**config.mk**
```make
export PLATFORM = sky130hd
export DESIGN_NAME = alu_br_ctrl
export DESIGN_NICKNAME = d
export VERILOG_FILES = /design/src/rtl/sisc_pkg.sv /design/src/rtl/sisc_alu_core.sv /design/src/rtl/alu_br_ctrl.sv
export SDC_FILE = /design/constraint.sdc
export NUM_CORES = 1
export LEC_CHECK = 0
export CELL_PAD_IN_SITES_DETAIL_PLACEMENT = 1
export CELL_PAD_IN_SITES_GLOBAL_PLACEMENT = 1
export CORE_MARGIN = 8
export CORE_UTILIZATION = 34
export CTS_CLUSTER_DIAMETER = 80
export DETAILED_ROUTE_END_ITERATION = 16
export GPL_TIMING_DRIVEN = 0
export PLACE_DENSITY = 0.78
export SETUP_SLACK_MARGIN = 0.1
export SLEW_MARGIN = 10
export SYNTH_ARGS = -nofsm -noshare
export SYNTH_HDL_FRONTEND = slang
export SYNTH_HIERARCHICAL = 1
export SYNTH_SLANG_ARGS = --single-unit
```
**constraint.sdc**
```tcl
create_clock -name clk -period 7.2 [get_ports clk]
set_input_delay 1.08 -clock clk [delete_from_list [all_inputs] [get_ports clk]]
set_output_delay 1.08 -clock clk [all_outputs]
set_load 0.01 [all_outputs]
```
**src/rtl/sisc_pkg.sv**
```systemverilog
// Shared encodings for the SISC ALU / branch / control slice: opcodes, ALU
// functions, control states and status-flag bit positions.
package sisc_pkg;

  localparam int SISC_XLEN = 32;
  localparam int SISC_ALEN = 16;

  typedef enum logic [3:0] {
    OP_NOOP   = 4'h0,
    OP_REG_OP = 4'h1,
    OP_REG_IM = 4'h2,
    OP_BRA    = 4'h4,
    OP_BRR    = 4'h5,
    OP_BNE    = 4'h6,
    OP_BNR    = 4'h7,
    OP_HLT    = 4'hF
  } opcode_e;

  typedef enum logic [3:0] {
    FN_ADD = 4'h0,
    FN_SUB = 4'h1,
    FN_AND = 4'h2,
    FN_OR  = 4'h3,
    FN_XOR = 4'h4,
    FN_NOT = 4'h5,
    FN_SHL = 4'h6,
    FN_SHR = 4'h7
  } alu_fn_e;

  typedef enum logic [1:0] {
    ALU_RR   = 2'b00,
    ALU_RI   = 2'b01,
    ALU_IDLE = 2'b10
  } alu_op_e;

  typedef enum logic [2:0] {
    S_START0,
    S_START1,
    S_FETCH,
    S_DECODE,
    S_EXECUTE,
    S_MEM,
    S_WRITEBACK,
    S_HALT
  } state_e;

  // Status word layout {C,V,N,Z}
  localparam int FLAG_C = 3;
  localparam int FLAG_V = 2;
  localparam int FLAG_N = 1;
  localparam int FLAG_Z = 0;

endpackage

```
**src/rtl/sisc_alu_core.sv**
```systemverilog
// Combinational ALU with {C,V,N,Z} flag generation; operand B is either the
// register-file value or the zero-extended 16-bit immediate.
module sisc_alu_core
  import sisc_pkg::*;
#(
  parameter int DATA_W = SISC_XLEN
) (
  input  logic [1:0]        alu_op_i,
  input  logic [3:0]        fn_i,
  input  logic [DATA_W-1:0] a_i,
  input  logic [DATA_W-1:0] b_reg_i,
  input  logic [15:0]       imm_i,
  output logic [DATA_W-1:0] result_o,
  output logic [3:0]        flags_o
);

  logic signed [DATA_W-1:0] op_a;
  logic signed [DATA_W-1:0] op_b;
  logic signed [DATA_W-1:0] res;
  logic        [DATA_W:0]   sum_ext;
  logic                     carry;
  logic                     ovf;

  // Two same-signed addends producing a differently-signed sum overflowed;
  // subtraction reuses this with the inverted subtrahend.
  function automatic logic add_ovf(input logic signed [DATA_W-1:0] a,
                                   input logic signed [DATA_W-1:0] b,
                                   input logic signed [DATA_W-1:0] r);
    return (a[DATA_W-1] == b[DATA_W-1]) && (r[DATA_W-1] != a[DATA_W-1]);
  endfunction

  always_comb begin
    op_a    = a_i;
    op_b    = (alu_op_i == ALU_RR) ? b_reg_i : DATA_W'(imm_i);
    sum_ext = '0;
    res     = '0;
    carry   = 1'b0;
    ovf     = 1'b0;
    case (fn_i)
      FN_ADD: begin
        sum_ext = {1'b0, op_a} + {1'b0, op_b};
        res     = sum_ext[DATA_W-1:0];
        carry   = sum_ext[DATA_W];
        ovf     = add_ovf(op_a, op_b, res);
      end
      FN_SUB: begin
        sum_ext = {1'b0, op_a} + {1'b0, ~op_b} + (DATA_W+1)'(1);
        res     = sum_ext[DATA_W-1:0];
        carry   = sum_ext[DATA_W];
        ovf     = add_ovf(op_a, ~op_b, res);
      end
      FN_AND:  res = op_a & op_b;
      FN_OR:   res = op_a | op_b;
      FN_XOR:  res = op_a ^ op_b;
      FN_NOT:  res = ~op_a;
      FN_SHL:  res = {op_a[DATA_W-2:0], 1'b0};
      FN_SHR:  res = {1'b0, op_a[DATA_W-1:1]};
      default: res = '0;
    endcase
  end

  always_comb begin
    flags_o         = '0;
    flags_o[FLAG_C] = carry;
    flags_o[FLAG_V] = ovf;
    flags_o[FLAG_N] = res[DATA_W-1];
    flags_o[FLAG_Z] = (res == '0);
  end

  assign result_o = res;

endmodule

```
**src/rtl/alu_br_ctrl.sv**
```systemverilog
// SISC execute slice: ALU, branch-target adder and the multi-cycle control
// FSM that sequences fetch/decode/execute/mem/writeback strobes.
module alu_br_ctrl
  import sisc_pkg::*;
(
  input  logic        clk,
  input  logic        rst_f,
  input  logic [31:0] instr,
  input  logic [3:0]  stat,
  input  logic [31:0] rsa,
  input  logic [31:0] rsb,
  input  logic [15:0] pc,
  output logic [31:0] alu_result,
  output logic [3:0]  stat_out,
  output logic        stat_en,
  output logic [15:0] br_addr,
  output logic        rf_we,
  output logic        wb_sel,
  output logic        rb_sel,
  output logic        br_sel,
  output logic        ir_load,
  output logic        pc_sel,
  output logic        pc_write,
  output logic        pc_rst,
  output logic [1:0]  alu_op
);

  state_e      state_q;
  state_e      state_d;
  logic [3:0]  opcode;
  logic [3:0]  mm;
  logic [15:0] imm;
  logic        is_alu;
  logic        br_taken;
  logic        unused_regs;

  assign opcode      = instr[31:28];
  assign mm          = instr[27:24];
  assign imm         = instr[15:0];
  // rd/rs are consumed by the register file, not here
  assign unused_regs = ^instr[23:16];
  assign is_alu      = (opcode == OP_REG_OP) || (opcode == OP_REG_IM);

  always_comb begin
    br_taken = 1'b0;
    case (opcode)
      OP_BRA, OP_BRR: br_taken = |(stat & mm);
      OP_BNE, OP_BNR: br_taken = ~|(stat & mm);
      default:        br_taken = 1'b0;
    endcase
  end

  sisc_alu_core #(
    .DATA_W (SISC_XLEN)
  ) u_alu (
    .alu_op_i (alu_op),
    .fn_i     (mm),
    .a_i      (rsa),
    .b_reg_i  (rsb),
    .imm_i    (imm),
    .result_o (alu_result),
    .flags_o  (stat_out)
  );

  // pc arrives already incremented by FETCH; the sum wraps at 16 bits
  assign br_addr = br_sel ? imm : (pc + imm);

  always_ff @(posedge clk) begin
    if (rst_f) state_q <= S_START0;
    else       state_q <= state_d;
  end

  always_comb begin
    state_d = state_q;
    case (state_q)
      S_START0:    state_d = S_START1;
      S_START1:    state_d = S_FETCH;
      S_FETCH:     state_d = S_DECODE;
      S_DECODE:    state_d = (opcode == OP_HLT) ? S_HALT : S_EXECUTE;
      S_EXECUTE:   state_d = S_MEM;
      S_MEM:       state_d = S_WRITEBACK;
      S_WRITEBACK: state_d = S_FETCH;
      S_HALT:      state_d = S_HALT;
      default:     state_d = S_START0;
    endcase
  end

  // Reset overrides the decoded state so strobes are safe before the first edge
  always_comb begin
    stat_en  = 1'b0;
    rf_we    = 1'b0;
    wb_sel   = 1'b0;
    rb_sel   = 1'b0;
    br_sel   = 1'b0;
    ir_load  = 1'b0;
    pc_sel   = 1'b0;
    pc_write = 1'b0;
    pc_rst   = 1'b0;
    alu_op   = ALU_IDLE;
    if (rst_f) begin
      pc_rst = 1'b1;
    end else begin
      case (state_q)
        S_START0, S_START1: pc_rst = 1'b1;
        S_FETCH: begin
          ir_load  = 1'b1;
          pc_write = 1'b1;
        end
        S_DECODE: begin
          if (br_taken) begin
            pc_write = 1'b1;
            pc_sel   = 1'b1;
            br_sel   = (opcode == OP_BRA) || (opcode == OP_BNE);
          end
        end
        S_EXECUTE: begin
          if (is_alu) begin
            alu_op  = (opcode == OP_REG_OP) ? ALU_RR : ALU_RI;
            stat_en = 1'b1;
          end
        end
        // alu_op stays put through MEM so the result is stable for writeback
        S_MEM: begin
          if (is_alu) alu_op = (opcode == OP_REG_OP) ? ALU_RR : ALU_RI;
        end
        S_WRITEBACK: begin
          if (is_alu) begin
            alu_op = (opcode == OP_REG_OP) ? ALU_RR : ALU_RI;
            rf_we  = 1'b1;
          end
        end
        default: ;
      endcase
    end
  end

endmodule

```
==> metrics.cfg, run 1 <==
[detailed_routing]
drc_errors = 0
vias_per_cell = 6.16
totalWireLength_um = 42700
routed.top_layer = met4
post_drt_wl_per_cell_um = 24.7
met2_length_um = 20600
via_count = 10700
met1Wirelength_um = 16800
drt_iter0_markers = 664
dr_wl_met3_um = 3280
drtPass1Iterations = 5
ant_nets = 0

[setup_path]
start_kind = primary input
arrival_ns = 6.80
slowest_stage = or4bb_4
cpMostUsedCell = buf_6
crit_buf_inv = 4
critPathCaptureType = primary output
path_delay_family = simple AND/OR/NAND/NOR gates
worstPathRequired_ns = 6.12
cp_cell_sequence = buf_6, or4b_4, nand2b_4, nand2b_4, nor2_4, buf_6, mux2_4, ha_4, fa_2, or2_4, a2111o_1, buf_6, a2111oi_4, or3_4, o21ai_2, a221o_1, or4bb_4, nor4_4, nand4b_1, or3_4, nor4_4, buf_2
worstPathMaxFanout = 4
crit_type = in -> out
cpPeakStageDelay_ns = 0.56

[clock_tree]
cts_hold_buf = 0
clk_latency_ns = 0.22
clk_path_buf_depth = 2
tritoncts = built
root_buffer = clkbuf_16
clk_pin_slew_ns = 0.03
h-tree-depth = 1
numCtsBuffers = 3
clock-sinks = 3

[sta]
tightest_slew_ns = 1.02
holdWs_ns = 0.604
fmax_ghz = 0.127
slew_headroom_pct = 32.2
slew_viol_final = 0
setup_ws_ns = -0.677
fin_crit_ns = 7.88
rsz0062_at_grt = yes
setup_tns_ns = -0.677
setup_violations = 1
fin_worst_skew_ns = 0.00561
finalHoldViolCount = 0
fin_crit_sh_pct = 109

[floorplanning]
dieArea_um2 = 28500
core_um2 = 23200
start_util_pct = 34.3
ios = 181
std_cell_rows = 56
die_x_um = 169
die_height_um = 169

[layout]
finalInstanceArea_um2 = 11500
regArea_um2 = 60.1
fillCellCount = 2910
antenna_cells = 0
drive_gt1_share_pct = 19.3
fin_nets = 1659
fin_cells = 1731
multi_input_area_um2 = 7880
syn_to_final_growth_pct = 45.2

[yosys]
ys_seq_area_share_pct = 0.755
synth_async_sr_flop_share_pct = 0
syn_area_um2 = 7950
synth_ff_type = dfxtp_1
ys.warnings.count = 6
synth_edf_count = 0
ys_seq_elements = 3
synthDistinctLibCells = 89
synthCells = 1178
syn_avg_cell_area_um2 = 6.75

[placed_design]
dpl-instance-area_um2 = 10200
dpl.hpwl_um = 31800
place_inst = 1670
portBuffers = 170
gp_congestion = 0.964

[hold_path]
hp-class = reg -> reg

[run_status]
run_status = finished, violations left
violations = setup timing

[global_routing]
grt_pass1_vias = 11300
grt_use_total_pct = 27.4
grt_max_degree = 11
overflow = 0
grt_pass1_wl_um = 63000
antenna_found_initial = 0

[power_and_ir_drop]
power_leakage_nw = 4.85
finalPower_mw = 0.949
p_per_area_nw_per_um2 = 82.2
peakVddDrop_uv = 197

[run]
max-cap-violations = 0

==> final cells by class <==
type	count	share of cell area (%)
multi-input combinational	996	68.2
timing repair buffer	235	19.7
buffer	76	4.11
tap	319	3.46
inverter	98	3.30
clock buffer	4	0.683
sequential	3	0.520
==> stage by stage <==
stage / setup slack [ns] / util, %
2_1_floorplan: 0.104 / -
3_3_place_gp: -2.25 / 43.8
3_5_place_dp: -2.31 / 43.9
4_1_cts: -0.817 / 47.6
5_1_grt: -0.794 / 49.8
6_report: -0.677 / 49.8
==> final timing paths <==
check                  start          end  slack [ns]  depth (start not counted)
setup / recovery   instr[30]  stat_out[0]       -0.68                         22
hold / removal    state_q[0]   state_q[1]        0.60                          2
setup reg to reg        flop   state_q[0]        6.24                          3
hold reg to reg   state_q[0]   state_q[1]        0.60                          2
==> power by group <==
part / switching [mW] / internal, mW
Combinational: 0.459 / 0.378
Sequential: 0.00341 / 0.0184
Clock: 0.0163 / 0.0732
==> cells in the final DEF (no fill, tap or decap), types with 23 or more instances in the layout <==
cell | Yosys | final
nand2_1 | 97 | 95
nor2_1 | 106 | 100
inv_1 | 96 | 88
clkbuf_1 | 60 | 37
clkdlybuf4s50_1 | 0 | 154
ha_1 | 125 | 111
o21ai_0 | 68 | 56
buf_4 | 7 | 59
nand3_1 | 24 | 23
nor3_1 | 35 | 34
a21oi_1 | 97 | 84
==> logic make-up after synthesis <==
family,after synthesis,synth area share (%)
AOI/OAI and AO/OA,399,34.1
other,1,0.0472
and+or+nand+nor,399,25.9
muxes,39,6.33
xor gates and xnor gates,29,3.19
adders and majority gates,128,20.4
DFF,3,0.755
buffers and inverters,180,9.22
==> routing by layer <==
metal	up-vias	global-route usage, %
met2	516	47.7
met4	0	12.4
met5	-	0
met3	131	4.89
met1	5174	32.3
li1	4849	-
==> synth_stat cells (18+ instances only) <==
cell	number	area, um^2
o31ai_1	18	135
a21oi_1	97	485
o21ai_0	68	340
ha_1	125	1560
o221ai_1	18	158
xnor2_1	19	166
inv_1	96	360
nor3_1	35	175
mux2_2	20	225
nand2_1	97	364
clkbuf_1	60	225
nand3_1	24	120
a211oi_1	18	135
nor2_1	106	398
==> what timing repair did <==
| action | 4_1_cts | 5_1_grt |
|---|---|---|
| setup buffers | 38 | 26 |
| pin swaps | 36 | 53 |
| gates resized for setup | 146 | 100 |
| endpoints found under the setup margin | 28 | 18 |
==> worst min-delay path: stages (launching register included) <==
cell,delay [ns]
dfxtp_1,0.36
nor2_1,0.13
nor3_1,0.06
Note: power is estimated with default switching activity, not from simulation.
==> inputs of run 2 (changes only) <==
--- a/config.mk
+++ b/config.mk
@@ -14,7 +14,7 @@
 export GPL_TIMING_DRIVEN = 0
 export PLACE_DENSITY = 0.78
 export SETUP_SLACK_MARGIN = 0.1
-export SLEW_MARGIN = 10
+export SLEW_MARGIN = 20
 export SYNTH_ARGS = -nofsm -noshare
 export SYNTH_HDL_FRONTEND = slang
 export SYNTH_HIERARCHICAL = 1
==> run 2 against run 1 <==
Effect of this change:
- the run still ends with setup timing left
- sequential share of layout area hardly changed
- die area unchanged
- maximum frequency rose by 0.16%
- global-route usage down 0.50 points
- utilization decreased by 2.2 points
- register-to-register slack got worse by 0.15 ns
- routed wire length shrank 5.1%
- via count decreased by 1.6%
- cell area is 4.5% lower
- flip-flop and latch count stayed put
- critical path type unchanged
- largest power group unchanged
==> metrics.cfg, run 2 (synthesis gave the netlist of run 1 again) <==
[setup_path]
critPathCaptureType = primary output  ; unchanged
cp_cell_sequence = buf_8, or4b_4, nor4b_4, nor2_4, buf_6, mux2_4, ha_4, fa_2, or2_4, a2111o_1, buf_6, a2111oi_4, or3_4, o21ai_2, a221o_1, or4bb_4, nor4_4, nand4b_1, or3_4, nor4_4, buf_2  ; was buf_6, or4b_4, nand2b_4, nand2b_4, nor2_4, buf_6, mux2_4, ha_4, fa_2, or2_4, a2111o_1, buf_6, a2111oi_4, or3_4, o21ai_2, a221o_1, or4bb_4, nor4_4, nand4b_1, or3_4, nor4_4, buf_2
start_kind = primary input  ; unchanged
crit_type = in -> out  ; unchanged
worstPathMaxFanout = 3  ; was 4
worstPathRequired_ns = 6.12  ; about the same
path_delay_family = simple AND/OR/NAND/NOR gates  ; unchanged
slowest_stage = or4bb_4  ; unchanged
arrival_ns = 6.78  ; was 6.80 ns
crit_buf_inv = 4  ; unchanged
cpPeakStageDelay_ns = 0.56  ; about the same

[run_status]
run_status = finished, violations left  ; unchanged
violations = setup timing  ; unchanged

[layout]
final_util_pct = 47.6  ; was 49.8%
layout_common_cells = clkdlybuf4s50_1 (154), ha_1 (122), nor2_1 (102)  ; was clkdlybuf4s50_1 (154), ha_1 (111), nor2_1 (100)
finalInstanceArea_um2 = 11000  ; was 11500 um^2
multi_input_area_um2 = 7660  ; was 7880 um^2
layout_commonest_cell = clkdlybuf4s50_1  ; unchanged
syn_to_final_growth_pct = 38.8  ; was 45.2%
fin_cells = 1708  ; was 1731
regArea_um2 = 60.1  ; unchanged
fillCellCount = 2925  ; was 2910
drive_gt1_share_pct = 15.3  ; was 19.3%
antenna_cells = 0  ; unchanged
fin_nets = 1636  ; was 1659

[detailed_routing]
via_count = 10500  ; was 10700
vias_per_cell = 6.15  ; was 6.16
post_drt_wl_per_cell_um = 23.7  ; was 24.7 um
ant_nets = 0  ; unchanged
totalWireLength_um = 40500  ; was 42700 um
drtPass1Iterations = 5  ; unchanged
drc_errors = 0  ; unchanged
drt_iter0_markers = 707  ; was 664

[global_routing]
grt_use_total_pct = 26.9  ; was 27.4%
grt_max_degree = 11  ; unchanged
grt_pass1_vias = 11000  ; was 11300
antenna_found_initial = 0  ; unchanged
overflow = 0  ; unchanged
grt_pass1_wl_um = 62000  ; was 63000 um

[placed_design]
portBuffers = 170  ; unchanged
dpl-instance-area_um2 = 10200  ; about the same
dpl.hpwl_um = 31800  ; about the same
place_inst = 1670  ; unchanged
gp_congestion = 0.964  ; unchanged
place_ws_ns = -2.30  ; was -2.31 ns

[run]
max-cap-violations = 0  ; unchanged

[floorplanning]
std_cell_rows = 56  ; unchanged
start_util_pct = 34.3  ; unchanged
core_um2 = 23200  ; unchanged
die_height_um = 169  ; unchanged
die_x_um = 169  ; unchanged
dieArea_um2 = 28500  ; unchanged
ios = 181  ; unchanged

[power_and_ir_drop]
power_leakage_nw = 4.68  ; was 4.85 nW
peakVddDrop_uv = 162  ; was 197 uV
p_per_area_nw_per_um2 = 81.3  ; was 82.2 nW/um^2

[sta]
finalHoldViolCount = 0  ; unchanged
tightest_slew_ns = 0.997  ; was 1.02 ns
fmax_ghz = 0.127  ; about the same
holdWs_ns = 0.653  ; was 0.604 ns
fin_worst_skew_ns = 0.00133  ; was 0.00561 ns
slew_headroom_pct = 33.4  ; was 32.2%
fin_crit_sh_pct = 109  ; about the same
setup_ws_ns = -0.664  ; was -0.677 ns
fin_crit_ns = 7.86  ; was 7.88 ns
setup_violations = 1  ; unchanged
slew_viol_final = 0  ; unchanged
rsz0062_at_grt = yes  ; unchanged

[clock_tree]
tritoncts = built  ; unchanged
clk_path_buf_depth = 2  ; unchanged
numCtsBuffers = 3  ; unchanged
h-tree-depth = 1  ; unchanged
root_buffer = clkbuf_16  ; unchanged
clk_pin_slew_ns = 0.03  ; about the same
clock-sinks = 3  ; unchanged
clk_latency_ns = 0.22  ; about the same

[hold_path]
hp-class = reg -> reg  ; unchanged

==> run 2: cell count changes in the layout (fill, tap and decap cells not counted), moves of 5 or more <==
cell / change
inv_1: +5
clkbuf_1: +5
a21oi_1: +5
ha_1: +11
buf_6: -15
a21oi_2: -6
buf_4: -17
ha_4: -9
clkbuf_2: +5
==> run 2: repair_timing <==
action	4_1_cts	5_1_grt
pin swaps	24	30
hold buffers	0	0
buffers inserted	22	14
endpoints found under the setup margin	28	17
gates resized for setup	115	52
==> run 2: path summary, 6_finish.rpt <==
kind | start | end | slack (ns) | cells after the start
setup / recovery | rst_f | stat_out[0] | -0.66 | 21
hold / removal | state_q[0] | state_q[1] | 0.65 | 2
hold reg to reg | state_q[0] | state_q[1] | 0.65 | 2
setup reg to reg | state_q[1] | state_q[0] | 6.09 | 3
==> run 2: metal layers <==
metal	routed length (um)	track usage, %	vias up
li1	-	-	4821
met1	16300	32.2	5071
met2	19200	46.8	499
met3	3150	4.10	112
met4	1850	11.9	0
met5	0	0	-
==> run 2: final cells by class <==
type,count,share of cell area [%]
clock buffer,4,0.714
buffer,80,3.88
inverter,98,3.39
sequential,3,0.544
tap,319,3.62
multi-input combinational,996,69.5
timing repair buffer,208,18.4
==> run 2: worst reg2reg max path: stages, from the launching register on <==
cell and delay [ns]:
dfxtp_1 0.48, a21oi_1 0.15, a31oi_1 0.24, nor2_1 0.10
==> run 2: power breakdown <==
group	internal [mW]	total [mW]	switching (mW)
combinational	0.348	0.787	0.439
clock	0.0730	0.0877	0.0147
sequential	0.0185	0.0221	0.00364
total	0.440	0.897	0.457
==> run 2: stage by stage <==
stage	TNS [ns]	power (mW)
CTS	-0.836	0.861
floorplan	0	0.417
finish	-0.664	0.897
detailed placement	-23.94	0.725
global placement	-22.87	0.715
global route	-1.02	0.954
==> inputs of run 3 (changes only) <==
--- a/config.mk
+++ b/config.mk
@@ -12,7 +12,7 @@
 export CTS_CLUSTER_DIAMETER = 80
 export DETAILED_ROUTE_END_ITERATION = 16
 export GPL_TIMING_DRIVEN = 0
-export PLACE_DENSITY = 0.78
+export PLACE_DENSITY = 0.82
 export SETUP_SLACK_MARGIN = 0.1
 export SLEW_MARGIN = 20
 export SYNTH_ARGS = -nofsm -noshare
==> run 3 against run 2 <==
Effect of this change:
- the run still ends with setup timing left
- maximum frequency shrank 0.52%
- clock power grew 1%
- register-to-register slack gained 0.10 ns
- worst hold slack lost 0.061 ns
- count of clock-buffer cells in the layout is the same
- cell area grew 1.1%
- cell count grew 0.41%
- non-clock buffer count grew 7
- global-route usage grew 0.48 points
- clock skew shrank 0.00092 ns
- flip-flop and latch count is the same
==> metrics.cfg, run 3 (synthesis gave the netlist of run 1 again) <==
[run_status]
run_status = finished, violations left  ; unchanged
violations = setup timing  ; unchanged

[placed_design]
portBuffers = 170  ; unchanged
dpl.hpwl_um = 31900  ; was 31800 um
gp_congestion = 0.984  ; was 0.964
place_ws_ns = -2.20  ; was -2.30 ns
place_inst = 1670  ; unchanged
dpl-instance-area_um2 = 10200  ; unchanged

[setup_path]
worstReg2RegEnd = state_q[0]  ; unchanged
worstPathMaxFanout = 5  ; was 3
critPathCaptureType = primary output  ; unchanged
arrival_ns = 6.83  ; was 6.78 ns
crit_type = in -> out  ; unchanged
reg2regPathDepth = 3  ; unchanged
worstPathRequired_ns = 6.12  ; about the same
start_kind = primary input  ; unchanged
endpoint = stat_out[0]  ; unchanged
r2r_setup_slack_ns = 6.19  ; was 6.09 ns
cp-startpoint = instr[30]  ; was rst_f

[detailed_routing]
totalWireLength_um = 41000  ; was 40500 um
vias_per_cell = 6.18  ; was 6.15
drtPass1Iterations = 6  ; was 5
drt_iter0_markers = 717  ; was 707
post_drt_wl_per_cell_um = 23.9  ; was 23.7 um
via_count = 10600  ; was 10500
drc_errors = 0  ; unchanged
ant_nets = 0  ; unchanged

[sta]
fin_worst_skew_ns = 0.000413  ; was 0.00133 ns
setup_tns_ns = -0.838  ; was -0.664 ns
finalHoldViolCount = 0  ; unchanged
tightest_slew_ns = 1.00  ; was 0.997 ns
slew_viol_final = 0  ; unchanged
slew_headroom_pct = 33.1  ; was 33.4%
fmax_ghz = 0.126  ; was 0.127 GHz
setup_ws_ns = -0.706  ; was -0.664 ns
rsz0062_at_grt = yes  ; unchanged
fin_crit_sh_pct = 110  ; was 109%
setup_violations = 3  ; was 1
fin_crit_ns = 7.91  ; was 7.86 ns

[clock_tree]
clk_latency_ns = 0.22  ; about the same
tritoncts = built  ; unchanged
clock-sinks = 3  ; unchanged
root_buffer = clkbuf_16  ; unchanged
h-tree-depth = 1  ; unchanged
clk_path_buf_depth = 2  ; unchanged
numCtsBuffers = 3  ; unchanged
clk_pin_slew_ns = 0.03  ; about the same
cts_hold_buf = 0  ; unchanged

[layout]
drive_gt1_share_pct = 16.8  ; was 15.3%
antenna_cells = 0  ; unchanged
fin_nets = 1643  ; was 1636
finalInstanceArea_um2 = 11200  ; was 11000 um^2
fin_cells = 1715  ; was 1708
syn_to_final_growth_pct = 40.3  ; was 38.8%
layout_commonest_cell = clkdlybuf4s50_1  ; unchanged
layout_common_cells = clkdlybuf4s50_1 (154), ha_1 (118), nor2_1 (102)  ; was clkdlybuf4s50_1 (154), ha_1 (122), nor2_1 (102)

[power_and_ir_drop]
p_int_mw = 0.447  ; was 0.440 mW
switchingPower_mw = 0.464  ; was 0.457 mW
p_per_area_nw_per_um2 = 81.6  ; was 81.3 nW/um^2
p_seq_share_pct = 2.4  ; was 2.5%
power_leakage_nw = 4.66  ; was 4.68 nW
swShare_pct = 50.9  ; was 51.0%
peakVddDrop_uv = 136  ; was 162 uV
pwr-share-comb_pct = 87.9  ; was 87.8%
clkPwrFrac_pct = 9.8  ; about the same

[global_routing]
overflow = 0  ; unchanged
grt_pass1_vias = 11300  ; was 11000
grt_max_degree = 11  ; unchanged
grt_pass1_wl_um = 63300  ; was 62000 um
antenna_found_initial = 0  ; unchanged
grt_use_total_pct = 27.4  ; was 26.9%

[floorplanning]
start_util_pct = 34.3  ; unchanged
die_height_um = 169  ; unchanged
std_cell_rows = 56  ; unchanged
core_um2 = 23200  ; unchanged
dieArea_um2 = 28500  ; unchanged
ios = 181  ; unchanged
die_x_um = 169  ; unchanged

[run]
max-cap-violations = 0  ; unchanged

[hold_path]
hp-class = reg -> reg  ; unchanged

## run 3: changes by cell type in the layout (fill, tap and decap cells not counted), moves of 4 or more
cell / delta
buf_4: +4
ha_1: -4
a21oi_2: +6
a21oi_1: -4
## run 3: worst max-delay path, cell delays in order
cell and delay, ns:
buf_6 0.10, or4b_4 0.54, buf_6 0.14, nor4b_4 0.29, nor2_4 0.12, buf_6 0.13, mux2_4 0.33, ha_4 0.19
fa_2 0.36, or2_4 0.27, a2111o_1 0.51, a2111oi_4 0.45, or3_4 0.21, o21ai_2 0.05, a221o_1 0.36, or4bb_4 0.56
nor4_4 0.26, nand4b_1 0.19, or3_4 0.38, nor4_4 0.12, buf_2 0.16
## run 3: per-layer routing
layer  GRT usage [%]  wire [um]
met4            13.1       2000
met3            5.64       3300
met1            31.7      16300
met2            47.5      19500
met5               0          0
## run 3: power by group through the flow
| stage | logic (mW) | clock network, mW | registers, mW |
|---|---|---|---|
| global placement | 0.691 | 0 | 0.0213 |
| global route | 0.853 | 0.0916 | 0.0220 |
| floorplan | 0.396 | 0 | 0.0208 |
| detailed placement | 0.704 | 0 | 0.0215 |
| CTS | 0.755 | 0.0899 | 0.0214 |
| finish | 0.800 | 0.0888 | 0.0217 |
## run 3: layout make-up
class | count | area (um^2)
Multi-Input combinational cell | 996 | 7740
Fill cell | 2912 | 12000
Timing Repair Buffer | 216 | 2070
Clock buffer | 4 | 78.8
Sequential cell | 3 | 60.1
Tap cell | 319 | 399
Buffer | 79 | 435
Inverter | 98 | 373
## run 3: metrics by stage
stage	hold slack, ns	utilization (%)	power (mW)
finish	0.592	48.1	0.911
floorplan	0.526	-	0.417
global placement	0.557	43.8	0.713
detailed placement	0.587	43.9	0.725
CTS	0.578	46.8	0.866
global route	0.611	48.1	0.966
## run 3: what timing repair did
item / in CTS / in global routing
pin swaps: 27 / 36
gates cloned: 1 / 0
setup endpoints to repair: 28 / 21
gates resized for setup: 125 / 67
setup buffers: 25 / 19
## run 3: how the worst min path moves through the flow
stage | startpoint | end | slack (ns) | cells after the start
floorplan | state_q[0] | state_q[1] | 0.53 | 2
global placement | state_q[0] | state_q[1] | 0.56 | 2
detailed placement | state_q[0] | state_q[1] | 0.59 | 2
CTS | state_q[0] | state_q[1] | 0.58 | 2
global route | state_q[0] | state_q[1] | 0.61 | 2
finish | state_q[0] | state_q[1] | 0.59 | 2
